--- src/rtl/ivs_dma_pkg.sv ---
// Shared types and constants for the IVS read-DMA engine.
// Latency: n/a (declarations only).
// Backpressure: n/a.
package ivs_dma_pkg;

  typedef enum logic [1:0] {
    IDLE  = 2'd0,
    ADDR  = 2'd1,
    DATA  = 2'd2,
    FLUSH = 2'd3
  } state_t;

  localparam logic [1:0] AXI_BURST_INCR = 2'b01;
  localparam logic [1:0] AXI_RESP_OKAY  = 2'b00;
  localparam int         BOUNDARY_4K    = 4096;

  // Ceiling log2, used to derive arsize from the data-bus width.
  function automatic int clog2(input int value);
    int r;
    r = 0;
    while ((1 << r) < value) r++;
    return r;
  endfunction

endpackage

--- src/rtl/ivs_skid.sv ---
// Two-entry registered skid buffer between the AXI R channel and the output stream.
// Latency: one cycle from input handshake to out_valid; full throughput when out_ready stays high.
// Backpressure: in_ready drops only when both entries are occupied; order is preserved.
module ivs_skid #(
  parameter int W = 129
) (
  input  logic         clk,
  input  logic         rst,
  input  logic         in_valid,
  output logic         in_ready,
  input  logic [W-1:0] in_data,
  output logic         out_valid,
  input  logic         out_ready,
  output logic [W-1:0] out_data
);

  logic [W-1:0] e0_q;   // head entry, drives the output directly
  logic [W-1:0] e1_q;   // overflow entry, only used while the head is stalled
  logic [1:0]   cnt_q;
  logic         push;
  logic         pop;

  assign in_ready  = (cnt_q != 2'd2);
  assign out_valid = (cnt_q != 2'd0);
  assign out_data  = e0_q;
  assign push      = in_valid & in_ready;
  assign pop       = out_valid & out_ready;

  // Occupancy and entry shuffling; the head is refilled from the input or from e1.
  always_ff @(posedge clk) begin
    if (rst) begin
      cnt_q <= 2'd0;
      e0_q  <= '0;
      e1_q  <= '0;
    end else begin
      case (cnt_q)
        2'd0: begin
          if (push) begin
            e0_q  <= in_data;
            cnt_q <= 2'd1;
          end
        end
        2'd1: begin
          if (push && pop) begin
            e0_q <= in_data;
          end else if (push) begin
            e1_q  <= in_data;
            cnt_q <= 2'd2;
          end else if (pop) begin
            cnt_q <= 2'd0;
          end
        end
        default: begin
          // Full: no push possible, a pop promotes the overflow entry.
          if (pop) begin
            e0_q  <= e1_q;
            cnt_q <= 2'd1;
          end
        end
      endcase
    end
  end

endmodule

--- src/rtl/ivs_dma_rd.sv ---
// AXI read-DMA: splits a beat-count transfer into INCR bursts and streams the data out (IVS_DMA_RD_4K_EN adds 4 KB-safe bursts).
// Latency: start -> arvalid next cycle; R beat -> ovalid next cycle; olast handshake -> done next cycle.
// Backpressure: oready stalls the skid buffer, rready drops once both skid entries are full.
module ivs_dma_rd #(
  parameter int         DW      = 128,
  parameter int         AW      = 32,
  parameter int         MAX_LEN = 16,
  parameter logic [3:0] AXI_ID  = 4'h0
) (
  input  logic          aclk,
  input  logic          arst,
  input  logic          start,
  input  logic [AW-1:0] src_addr,
  input  logic [15:0]   total_beats,
  output logic          busy,
  output logic          done,
  output logic          err,
  output logic          arvalid,
  input  logic          arready,
  output logic [AW-1:0] araddr,
  output logic [5:0]    arlen,
  output logic [2:0]    arsize,
  output logic [1:0]    arburst,
  output logic [3:0]    arid,
  input  logic          rvalid,
  output logic          rready,
  input  logic [DW-1:0] rdata,
  input  logic          rlast,
  input  logic [1:0]    rresp,
  input  logic [3:0]    rid,
  output logic          ovalid,
  input  logic          oready,
  output logic [DW-1:0] odata,
  output logic          olast
);

  import ivs_dma_pkg::*;

  localparam int BYTES = DW / 8;
  localparam int SIZE  = clog2(BYTES);

  state_t        state_q;
  state_t        state_d;
  logic [AW-1:0] addr_q;      // start address of the current burst
  logic [15:0]   rem_q;       // beats left, including the current burst
  logic [6:0]    len_q;       // beats in the current burst
  logic [6:0]    cnt_q;       // R handshakes seen in the current burst
  logic          err_q;
  logic          done_q;
  logic [5:0]    arlen_q;
  logic [2:0]    arsize_q;
  logic [1:0]    arburst_q;
  logic [3:0]    arid_q;

  logic          r_fire;
  logic [6:0]    cnt_inc;
  logic          beat_is_end;
  logic          burst_end;
  logic [15:0]   rem_after;
  logic [AW-1:0] addr_after;
  logic          xfer_last;
  logic [AW-1:0] src_aligned;
  logic [AW-1:0] ld_addr;
  logic [15:0]   ld_rem;
  logic [16:0]   len_cap;
  logic [6:0]    ld_len;

  logic          skid_in_valid;
  logic          skid_in_ready;
  logic          skid_out_valid;
  logic [DW:0]   skid_out_data;
  logic          pop_last;

  assign r_fire      = rvalid & rready;
  assign cnt_inc     = cnt_q + 7'd1;
  assign beat_is_end = (cnt_inc == len_q);
  assign burst_end   = r_fire & beat_is_end;
  assign rem_after   = rem_q - {9'd0, len_q};
  assign addr_after  = addr_q + (AW'(len_q) << SIZE);
  assign xfer_last   = beat_is_end & (rem_after == 16'd0);
  assign src_aligned = src_addr & ~AW'(BYTES - 1);

  // The next burst is described either by the new request or by what the finished burst leaves.
  assign ld_addr = (state_q == IDLE) ? src_aligned : addr_after;
  assign ld_rem  = (state_q == IDLE) ? total_beats : rem_after;

  // Burst length: remaining beats capped by MAX_LEN and, optionally, by the 4 KB page end.
  always_comb begin
    len_cap = (ld_rem > 16'(MAX_LEN)) ? 17'(MAX_LEN) : {1'b0, ld_rem};
`ifdef IVS_DMA_RD_4K_EN
    begin
      logic [16:0] dist_4k;
      dist_4k = (17'(BOUNDARY_4K) - {5'd0, ld_addr[11:0]}) >> SIZE;
      if (dist_4k < len_cap) len_cap = dist_4k;
    end
`endif
    ld_len = len_cap[6:0];
  end

  // Output stream side: the last beat of the whole transfer is tagged alongside the data.
  assign skid_in_valid = rvalid & (state_q == DATA);
  assign rready        = skid_in_ready & (state_q == DATA);
  assign ovalid        = skid_out_valid;
  assign odata         = skid_out_data[DW-1:0];
  assign olast         = skid_out_valid & skid_out_data[DW];
  assign pop_last      = ovalid & oready & olast;

  ivs_skid #(
    .W(DW + 1)
  ) u_skid (
    .clk       (aclk),
    .rst       (arst),
    .in_valid  (skid_in_valid),
    .in_ready  (skid_in_ready),
    .in_data   ({xfer_last, rdata}),
    .out_valid (skid_out_valid),
    .out_ready (oready),
    .out_data  (skid_out_data)
  );

  assign busy    = (state_q != IDLE);
  assign done    = done_q;
  assign err     = err_q;
  assign arvalid = (state_q == ADDR);
  assign araddr  = addr_q;
  assign arlen   = arlen_q;
  assign arsize  = arsize_q;
  assign arburst = arburst_q;
  assign arid    = arid_q;

  // State register.
  always_ff @(posedge aclk) begin
    if (arst) state_q <= IDLE;
    else      state_q <= state_d;
  end

  // Next-state logic; only one burst is ever outstanding.
  always_comb begin
    state_d = state_q;
    case (state_q)
      IDLE:    if (start && (total_beats != 16'd0)) state_d = ADDR;
      ADDR:    if (arready) state_d = DATA;
      DATA:    if (burst_end) state_d = (rem_after != 16'd0) ? ADDR : FLUSH;
      FLUSH:   if (pop_last) state_d = IDLE;
      default: state_d = IDLE;
    endcase
  end

  // Burst bookkeeping, AR field registers, error and done status.
  always_ff @(posedge aclk) begin
    if (arst) begin
      addr_q    <= '0;
      rem_q     <= '0;
      len_q     <= '0;
      cnt_q     <= '0;
      err_q     <= 1'b0;
      done_q    <= 1'b0;
      arlen_q   <= '0;
      arsize_q  <= '0;
      arburst_q <= '0;
      arid_q    <= '0;
    end else begin
      done_q <= 1'b0;
      case (state_q)
        IDLE: begin
          if (start) begin
            err_q <= 1'b0;
            if (total_beats == 16'd0) begin
              done_q <= 1'b1;
            end else begin
              addr_q    <= ld_addr;
              rem_q     <= ld_rem;
              len_q     <= ld_len;
              cnt_q     <= '0;
              arlen_q   <= 6'(ld_len - 7'd1);
              arsize_q  <= 3'(SIZE);
              arburst_q <= AXI_BURST_INCR;
              arid_q    <= AXI_ID;
            end
          end
        end
        DATA: begin
          if (r_fire) begin
            cnt_q <= cnt_inc;
            // The beat counter owns burst termination; rlast is only checked.
            if (rlast != beat_is_end) err_q <= 1'b1;
            if ((rresp != AXI_RESP_OKAY) || (rid != AXI_ID)) err_q <= 1'b1;
            if (burst_end) begin
              addr_q  <= ld_addr;
              rem_q   <= ld_rem;
              len_q   <= ld_len;
              cnt_q   <= '0;
              arlen_q <= 6'(ld_len - 7'd1);
            end
          end
        end
        FLUSH: begin
          if (pop_last) done_q <= 1'b1;
        end
        default: ;
      endcase
    end
  end

endmodule

--- config.mk ---
export PLATFORM = sky130hd
export DESIGN_NAME = ivs_dma_rd
export DESIGN_NICKNAME = d
export VERILOG_FILES = /design/src/rtl/ivs_dma_pkg.sv /design/src/rtl/ivs_skid.sv /design/src/rtl/ivs_dma_rd.sv
export SDC_FILE = /design/constraint.sdc
export NUM_CORES = 1
export LEC_CHECK = 0
export BUFFER_PORTS_ARGS = -buffer_cell sky130_fd_sc_hd__buf_2
export CAP_MARGIN = 15
export CORE_MARGIN = 5
export CORE_UTILIZATION = 49
export DETAILED_ROUTE_END_ITERATION = 8
export PLACE_DENSITY = 0.86
export SYNTH_ARGS = -nofsm -noshare
export SYNTH_HDL_FRONTEND = slang
export SYNTH_HIERARCHICAL = 1
export SYNTH_SLANG_ARGS = --single-unit
--- constraint.sdc ---
create_clock -name aclk -period 3.46 [get_ports aclk]
set_clock_uncertainty 0.15 [all_clocks]
set_input_delay 0.519 -clock aclk [delete_from_list [all_inputs] [get_ports aclk]]
set_output_delay 0.519 -clock aclk [all_outputs]
set_load 0.02 [all_outputs]
=== Yosys cells after proc, flatten, opt, wreduce, memory -nomap -nowiden ===
Cells that the tools add are included.
Widths: inputs -> output; s select.

* Register bits: 333
* Bits in latches: 0
* Bits in writable memories: 0
* ROM bits: 0
* Word-level logic and storage cells: 123
* Memories: 0

* $add $sub $neg: 4
* $mul: 0
* Divide/modulo/power cells: 0
* Order comparisons: 1
* Equal/unequal tests: 19
* Shifts and indexed selects: 0
* Mux-type cells: 53
* Bitwise gates (word level): 11
* Reduce and logical (&&, ||, !) cells: 23

{| class="wikitable"
|+ Operators by type and width
! cell !! number
|-
| $mux 129 || 3
|-
| $pmux 129 s2 || 1
|-
| $mux 32 || 5
|-
| $mux 16 || 5
|-
| $pmux 32 s2 || 1
|-
| $mux 7 || 9
|-
| $add 32x11->32 || 1
|-
| $logic_not 16->1 || 2
|-
| $pmux 16 s2 || 1
|-
| $reduce_bool 16->1 || 2
|-
| $pmux 7 s2 || 2
|-
| $mux 6 || 4
|-
| $mux 2 || 10
|-
| $gt 16x5->1 const B || 1
|-
| $reduce_and 4->1 || 4
|-
| $sub 16x7->16 || 1
|-
| $ne 2x2->1 const B || 7
|-
| $pmux 6 s2 || 1
|-
| $and 1x1->1 || 9
|-
| $reduce_and 3->1 || 3
|-
| $ne 2x1->1 const B || 4
|-
| $pmux 2 s4 || 1
|-
| $reduce_bool 2->1 || 4
|-
| $add 7x1->7 const B || 1
|-
| 16 further kinds || 29
|}

=== Depth between registers and ports, before layout ===
* Depth in word-level cells: 8
* Depth in mapped cells: 16

=== Modules after synthesis ===
Netlist, hierarchy kept.

{| class="wikitable"
|+ By module, submodules not included
! module !! instances !! cells an instance !! area an instance (um2) !! sequential area each (um2)
|-
| ivs_skid || 1 || 1164 || 10896.7 || 5205.0
|-
| ivs_dma_rd || 1 || 673 || 5066.1 || 1381.3
|}

=== Least setup slack after synthesis ===
No wires, ideal clock.

* Path kind: register -> register
* Start point: register len_q[0]
* End point: register arlen_q[2], in the netlist arlen[2]
* Library setup time: 116 ps
* Arrival: 3252 ps
* Data required time: 3194 ps
* Slack: -57 ps
* Cell stages (with the launch flop): 15
* Path buffers: 0
* Clock period less this slack: 3517 ps
* Cells stage by stage: dfxtp_1 > ha_1 > inv_1 > fa_1 > a211oi_2 > o31ai_1 > a21oi_1 > xnor2_1 > o211ai_1 > a2111oi_4 > nand2_1 > ha_1 > nand2b_1 > mux2i_1 > nor2_1

* Word-level cells in the longest chain between the ends: 8
* Elaborated cells between the ends (all ways): 14
* Classes of those cells: 2 x add/sub; 1 x order compare; 2 x eq/ne; 7 x mux; 1 x bitwise; 1 x reduce/logical

{| class="wikitable"
|+ RTL lines
! what !! RTL line !! source
|-
| start: declaration || ivs_dma_rd.sv:46 || <nowiki>logic [6:0] len_q;</nowiki>
|-
| start signal: assignment || ivs_dma_rd.sv:173 || <nowiki>len_q <= ld_len;</nowiki>
|-
| start signal: assignment || ivs_dma_rd.sv:191 || <nowiki>len_q <= ld_len;</nowiki>
|-
| $sub 16x7->16 || ivs_dma_rd.sv:78 || <nowiki>assign rem_after = rem_q - {9'd0, len_q};</nowiki>
|-
| $mux 16 || ivs_dma_rd.sv:85 || <nowiki>assign ld_rem = (state_q == IDLE) ? total_beats : rem_after;</nowiki>
|-
| $gt 16x5->1 || ivs_dma_rd.sv:89 || <nowiki>len_cap = (ld_rem > 16'(MAX_LEN)) ? 17'(MAX_LEN) : {1'b0, ld_rem};</nowiki>
|-
| $mux 7 || ivs_dma_rd.sv:89 ||
|-
| $sub 6x1->6 || ivs_dma_rd.sv:175, ivs_dma_rd.sv:193 ||
|-
| $mux 6 (on tied branches) || ivs_dma_rd.sv:188, ivs_dma_rd.sv:168 ||
|-
| $mux 6 (on tied branches) || ivs_dma_rd.sv:183, ivs_dma_rd.sv:166 ||
|-
| $pmux 6 s2 || ivs_dma_rd.sv:164 || <nowiki>case (state_q)</nowiki>
|-
| end signal: assignment || ivs_dma_rd.sv:175 || <nowiki>arlen_q <= 6'(ld_len - 7'd1);</nowiki>
|-
| end signal: assignment || ivs_dma_rd.sv:193 || <nowiki>arlen_q <= 6'(ld_len - 7'd1);</nowiki>
|-
| end: declaration || ivs_dma_rd.sv:50 || <nowiki>logic [5:0] arlen_q;</nowiki>
|}

Several ways; a longest one is shown, not always the timed one. The select of a mux whose other input is x is not followed.
A chain may end at the register's enable or synchronous reset.

=== Worst setup path after layout ===
* Start point: register rem_q[0]
* End point: register arlen_q[2], in the netlist arlen[2]

* Word-level cells in the longest chain between the ends: 8
* Elaborated cells between the ends (all ways): 10
* Classes of those cells: 2 x add/sub; 1 x order compare; 7 x mux

{| class="wikitable"
|+ RTL lines
! what !! RTL line !! source
|-
| start: declaration || ivs_dma_rd.sv:45 || <nowiki>logic [15:0] rem_q;</nowiki>
|-
| start signal: assignment || ivs_dma_rd.sv:172 || <nowiki>rem_q <= ld_rem;</nowiki>
|-
| start signal: assignment || ivs_dma_rd.sv:190 || <nowiki>rem_q <= ld_rem;</nowiki>
|-
| $sub 16x7->16 (*) || ivs_dma_rd.sv:78 ||
|-
| $mux 16 (*) || ivs_dma_rd.sv:85 ||
|-
| $gt 16x5->1 || ivs_dma_rd.sv:89 ||
|-
| $mux 7 (*) || ivs_dma_rd.sv:89 ||
|-
| $sub 6x1->6 (*) || ivs_dma_rd.sv:175, ivs_dma_rd.sv:193 ||
|-
| $mux 6 (on tied branches) || ivs_dma_rd.sv:188, ivs_dma_rd.sv:168 ||
|-
| $mux 6 (on tied branches) || ivs_dma_rd.sv:183, ivs_dma_rd.sv:166 ||
|-
| $pmux 6 s2 (*) || ivs_dma_rd.sv:164 ||
|}

Every way passes the cells marked *; elsewhere a longest branch is shown, timed or not. The select of a mux whose other input is x is not followed.

==> qor.csv <==
metric,value,unit
Vias/cell,5.80,
largest net degree at the start of global routing,131,
CP max-delay cell,a211oi_4,
DR vias,15300,
Async SR Flop Fraction,0,%
WP buf/inv,2,
clk sink count,329,
crit-path cells,inv_2 -> ha_4 -> inv_2 -> fa_2 -> a211oi_4 -> o31ai_4 -> a21oi_2 -> xnor2_2 -> o211ai_1 -> a2111oi_4 -> nand2_1 -> ha_2 -> nand2b_4 -> mux2i_1 -> nor2_1,
Synth Cell Area,0.0160,mm2
HP Class,in -> reg,
Starting DRT DRC Count,1315,
Flop pwr share,31.3,%
Crit. End Element,flop,
CP Launch Type,flop,
Synth-to-Final Area Change,23.3,%
Worst Setup SP,rem_q[0],
Max-Cap Viols,0,
average size of a mapped cell,8.69,um2
arrival time at the worst endpoint,3.75,ns
# H-tree levels,2,
crit path to,arlen[2],
Final period util,101,%
Slew headroom,45.3,%
Core Rows,66,
total wire length,48900,um
Post-synth EDFFs,0,
failing checks,setup timing,
RePlAce Congestion,0.942,
Initial Utilization,49.3,%
Critical R2R Launch,rem_q[0],
initial antenna violation count,9,
Yosys reg bits,329,
status,"finished, violations left",
Die Ht,190,um
Hold Fails Final Rpt,0,
Most used DFF post-synth,dfxtp_1,
RSZ-0062 raised after global routing,true,
Die Span X,190,um
core area,0.0324,mm2
vias in the first global route,15000,
DR pass1 iterations,6,
Max Clk Rate,0.287,GHz
fin nets,2369,
crit-path max cell delay,0.47,ns
"setup slack, reg-to-reg",-0.02,ns
share of cells above drive strength 1,29.3,%
clk buf depth,3,
Final Worst Setup Slack,-0.0248,ns
switch share,39.2,%
DR WL/cell,18.6,um
Clock power frac,25.5,%
first-pass GRT wire length,76300,um
ANT nets after route,0,
Int Pwr,9.10,mW
DP Worst Slack,-0.0561,ns
Worst-path clk slew,0.06,ns
Sw Pwr,5.85,mW
post-synthesis instance total,1837,
Leak,7.35,nW
Residual DRC,0,
final setup vio count,2,
gr ovfl total,0,
dpl hpwl,32200,um
Final Max Slew Viols,0,
PD cells,759,mW/mm2
Worst R2R Path Depth,15,
worst vdd rail ir drop,450,uV
worst r2r dst,arlen[2],
Logic pwr share,43.2,%
Worst path top cell family by delay,compound AO/OA/AOI/OAI gates,
Stages on worst setup path,15,
largest area contributor in the netlist,dfxtp_1,
Yosys cell types,78,
GRT Resource Usage Total,25.0,%
CTS tree,done,
CP max FO,5,
hold_buf cts,0,
Final Total Pwr,14.9,mW
critical path class,reg -> reg,
min cycle time layout,3.48,ns
post-synth top area share,41.3,%
Synth area leaders,"dfxtp_1, a21oi_1, mux2i_1",
CTS root buf,clkbuf_16,
# IOs,371,
later-pin clock latency in the skew report,0.53,ns
die area,0.0363,mm2
worst-margin pin slew,0.816,ns
most frequent CP cell,inv_2,
Synth Warn #,6,
port buffer count,355,
CTS Buf Count,36,
sequential-to-total area share from yosys stat,41.3,%
CP required,3.72,ns
worst register-to-register path, cell delays in order (launching register included):
cell	delay [ns]
dfxtp_2	0.32
inv_2	0.06
ha_4	0.13
inv_2	0.04
fa_2	0.42
a211oi_4	0.47
o31ai_4	0.13
a21oi_2	0.25
xnor2_2	0.16
o211ai_1	0.20
a2111oi_4	0.42
nand2_1	0.11
ha_2	0.21
nand2b_4	0.13
mux2i_1	0.12
nor2_1	0.05
per-stage QoR:
stage	std cells	TNS, ns	util (%)	area, um2	hold slack, ns
2_1_floorplan	1847	0	-	16000	0.286
3_3_place_gp	2551	-0.0478	56.4	18300	0.290
3_5_place_dp	2551	-0.125	56.4	18300	0.296
4_1_cts	2619	0	60.3	19500	0.0622
5_1_grt	2630	-0.733	60.8	19700	0.0767
6_report	2632	-0.0352	60.8	19700	0.0872
worst min path at each step:
stage,startpoint,end,cells past startpoint
3_5_place_dp,u_skid/e1_q[3],u_skid/e1_q[3],2
5_1_grt,rdata[121],u_skid/e1_q[121],3
2_1_floorplan,u_skid/e1_q[0],u_skid/e1_q[0],2
3_3_place_gp,u_skid/e1_q[12],u_skid/e1_q[12],2
4_1_cts,rdata[63],u_skid/e1_q[63],3
6_report,rdata[39],u_skid/e1_q[39],3
cell usage in the layout, fill, tap and decap left out, types with 8 or more instances in the layout:
cell type and count:
clkbuf_1 16, inv_1 21, nand3_1 22, nor2_1 78, a211oi_1 46, clkbuf_16 37
nand2_1 324, o211ai_1 9, xnor2_1 14, dfxtp_1 326, a22oi_1 9, o21ai_0 46
nand2b_1 8, buf_2 354, buf_12 14, nor2b_1 10, a21oi_1 312, conb_1 11
nor4_1 8, nor3_1 28, ha_1 16, buf_4 69, a211oi_2 102, mux2i_1 137
cells in the mapped netlist (all sizes together) (8+ instances only):
| cell type | instances |
|---|---|
| buf | 102 |
| mux2i | 137 |
| nand2 | 324 |
| o211ai | 9 |
| nor2 | 78 |
| a21oi | 314 |
| clkbuf | 65 |
| nor4 | 9 |
| ha | 20 |
| nor3 | 28 |
| xnor2 | 15 |
| a211oi | 149 |
| nand3 | 23 |
| and2 | 8 |
| o21ai | 48 |
| a22oi | 10 |
| inv | 23 |
| nor2b | 11 |
| dfxtp | 329 |
| nand2b | 9 |
layout make-up:
cell class / count / area (um2)
diodes: 6 / 15.0
clock buffers: 57 / 1040
clock inverters: 7 / 115
fillers: 2663 / 12700
inverters: 23 / 86.3
multi-input cells: 1329 / 8690
flip-flops and latches: 329 / 6590
well taps: 442 / 553
repair buffers: 439 / 2600
timing repair:
| item | 4_1_cts | 5_1_grt |
|---|---|---|
| endpoints found under the setup margin | 3 | 18 |
| pin swaps | 7 | 20 |
| resized for setup | 11 | 21 |
| cloned | 0 | 1 |
| setup buffers | 4 | 6 |
layer usage:
metal  vias up  GRT usage, %  wire length [um]
li1       7199             -                 -
met1      7209          31.0             19400
met2       697          41.7             23200
met3       156          6.57              4190
met4        10          9.86              2100
met5         -             0                57
power by group through the flow:
stage                     combinational, mW  sequential (mW)  clock (mW)
after global routing                   6.91             4.74        4.04
after detailed placement               5.74             4.73           0
after CTS                              5.98             4.66        3.87
after floorplan                        3.45             5.13           0
final                                  6.46             4.68        3.81
after global placement                 5.63             4.71           0
cell families (layout without fill, tap and decap cells):
| logic type | Yosys count | after routing | share of synthesized area [%] |
|---|---|---|---|
| AOI/OAI and AO/OA | 605 | 605 | 26.6 |
| xor gates and xnor gates | 22 | 22 | 1.21 |
| adders and majority gates | 22 | 22 | 1.82 |
| buffers and inverters | 190 | 526 | 5.86 |
| DFF | 329 | 329 | 41.3 |
| muxes | 139 | 139 | 8.73 |
| other | 1 | 17 | 0.0235 |
| and+or+nand+nor | 529 | 530 | 14.5 |
flip-flops by register name, indices dropped and copies added, names as in the netlist:
name,flops
state_q,2
done,1
cnt_q,7
arsize,1
len_q,7
u_skid/cnt_q,2
araddr,28
u_skid/out_data,129
arlen,6
u_skid/e1_q,129
err,1
rem_q,16
Power figures use the tool's default switching activity.
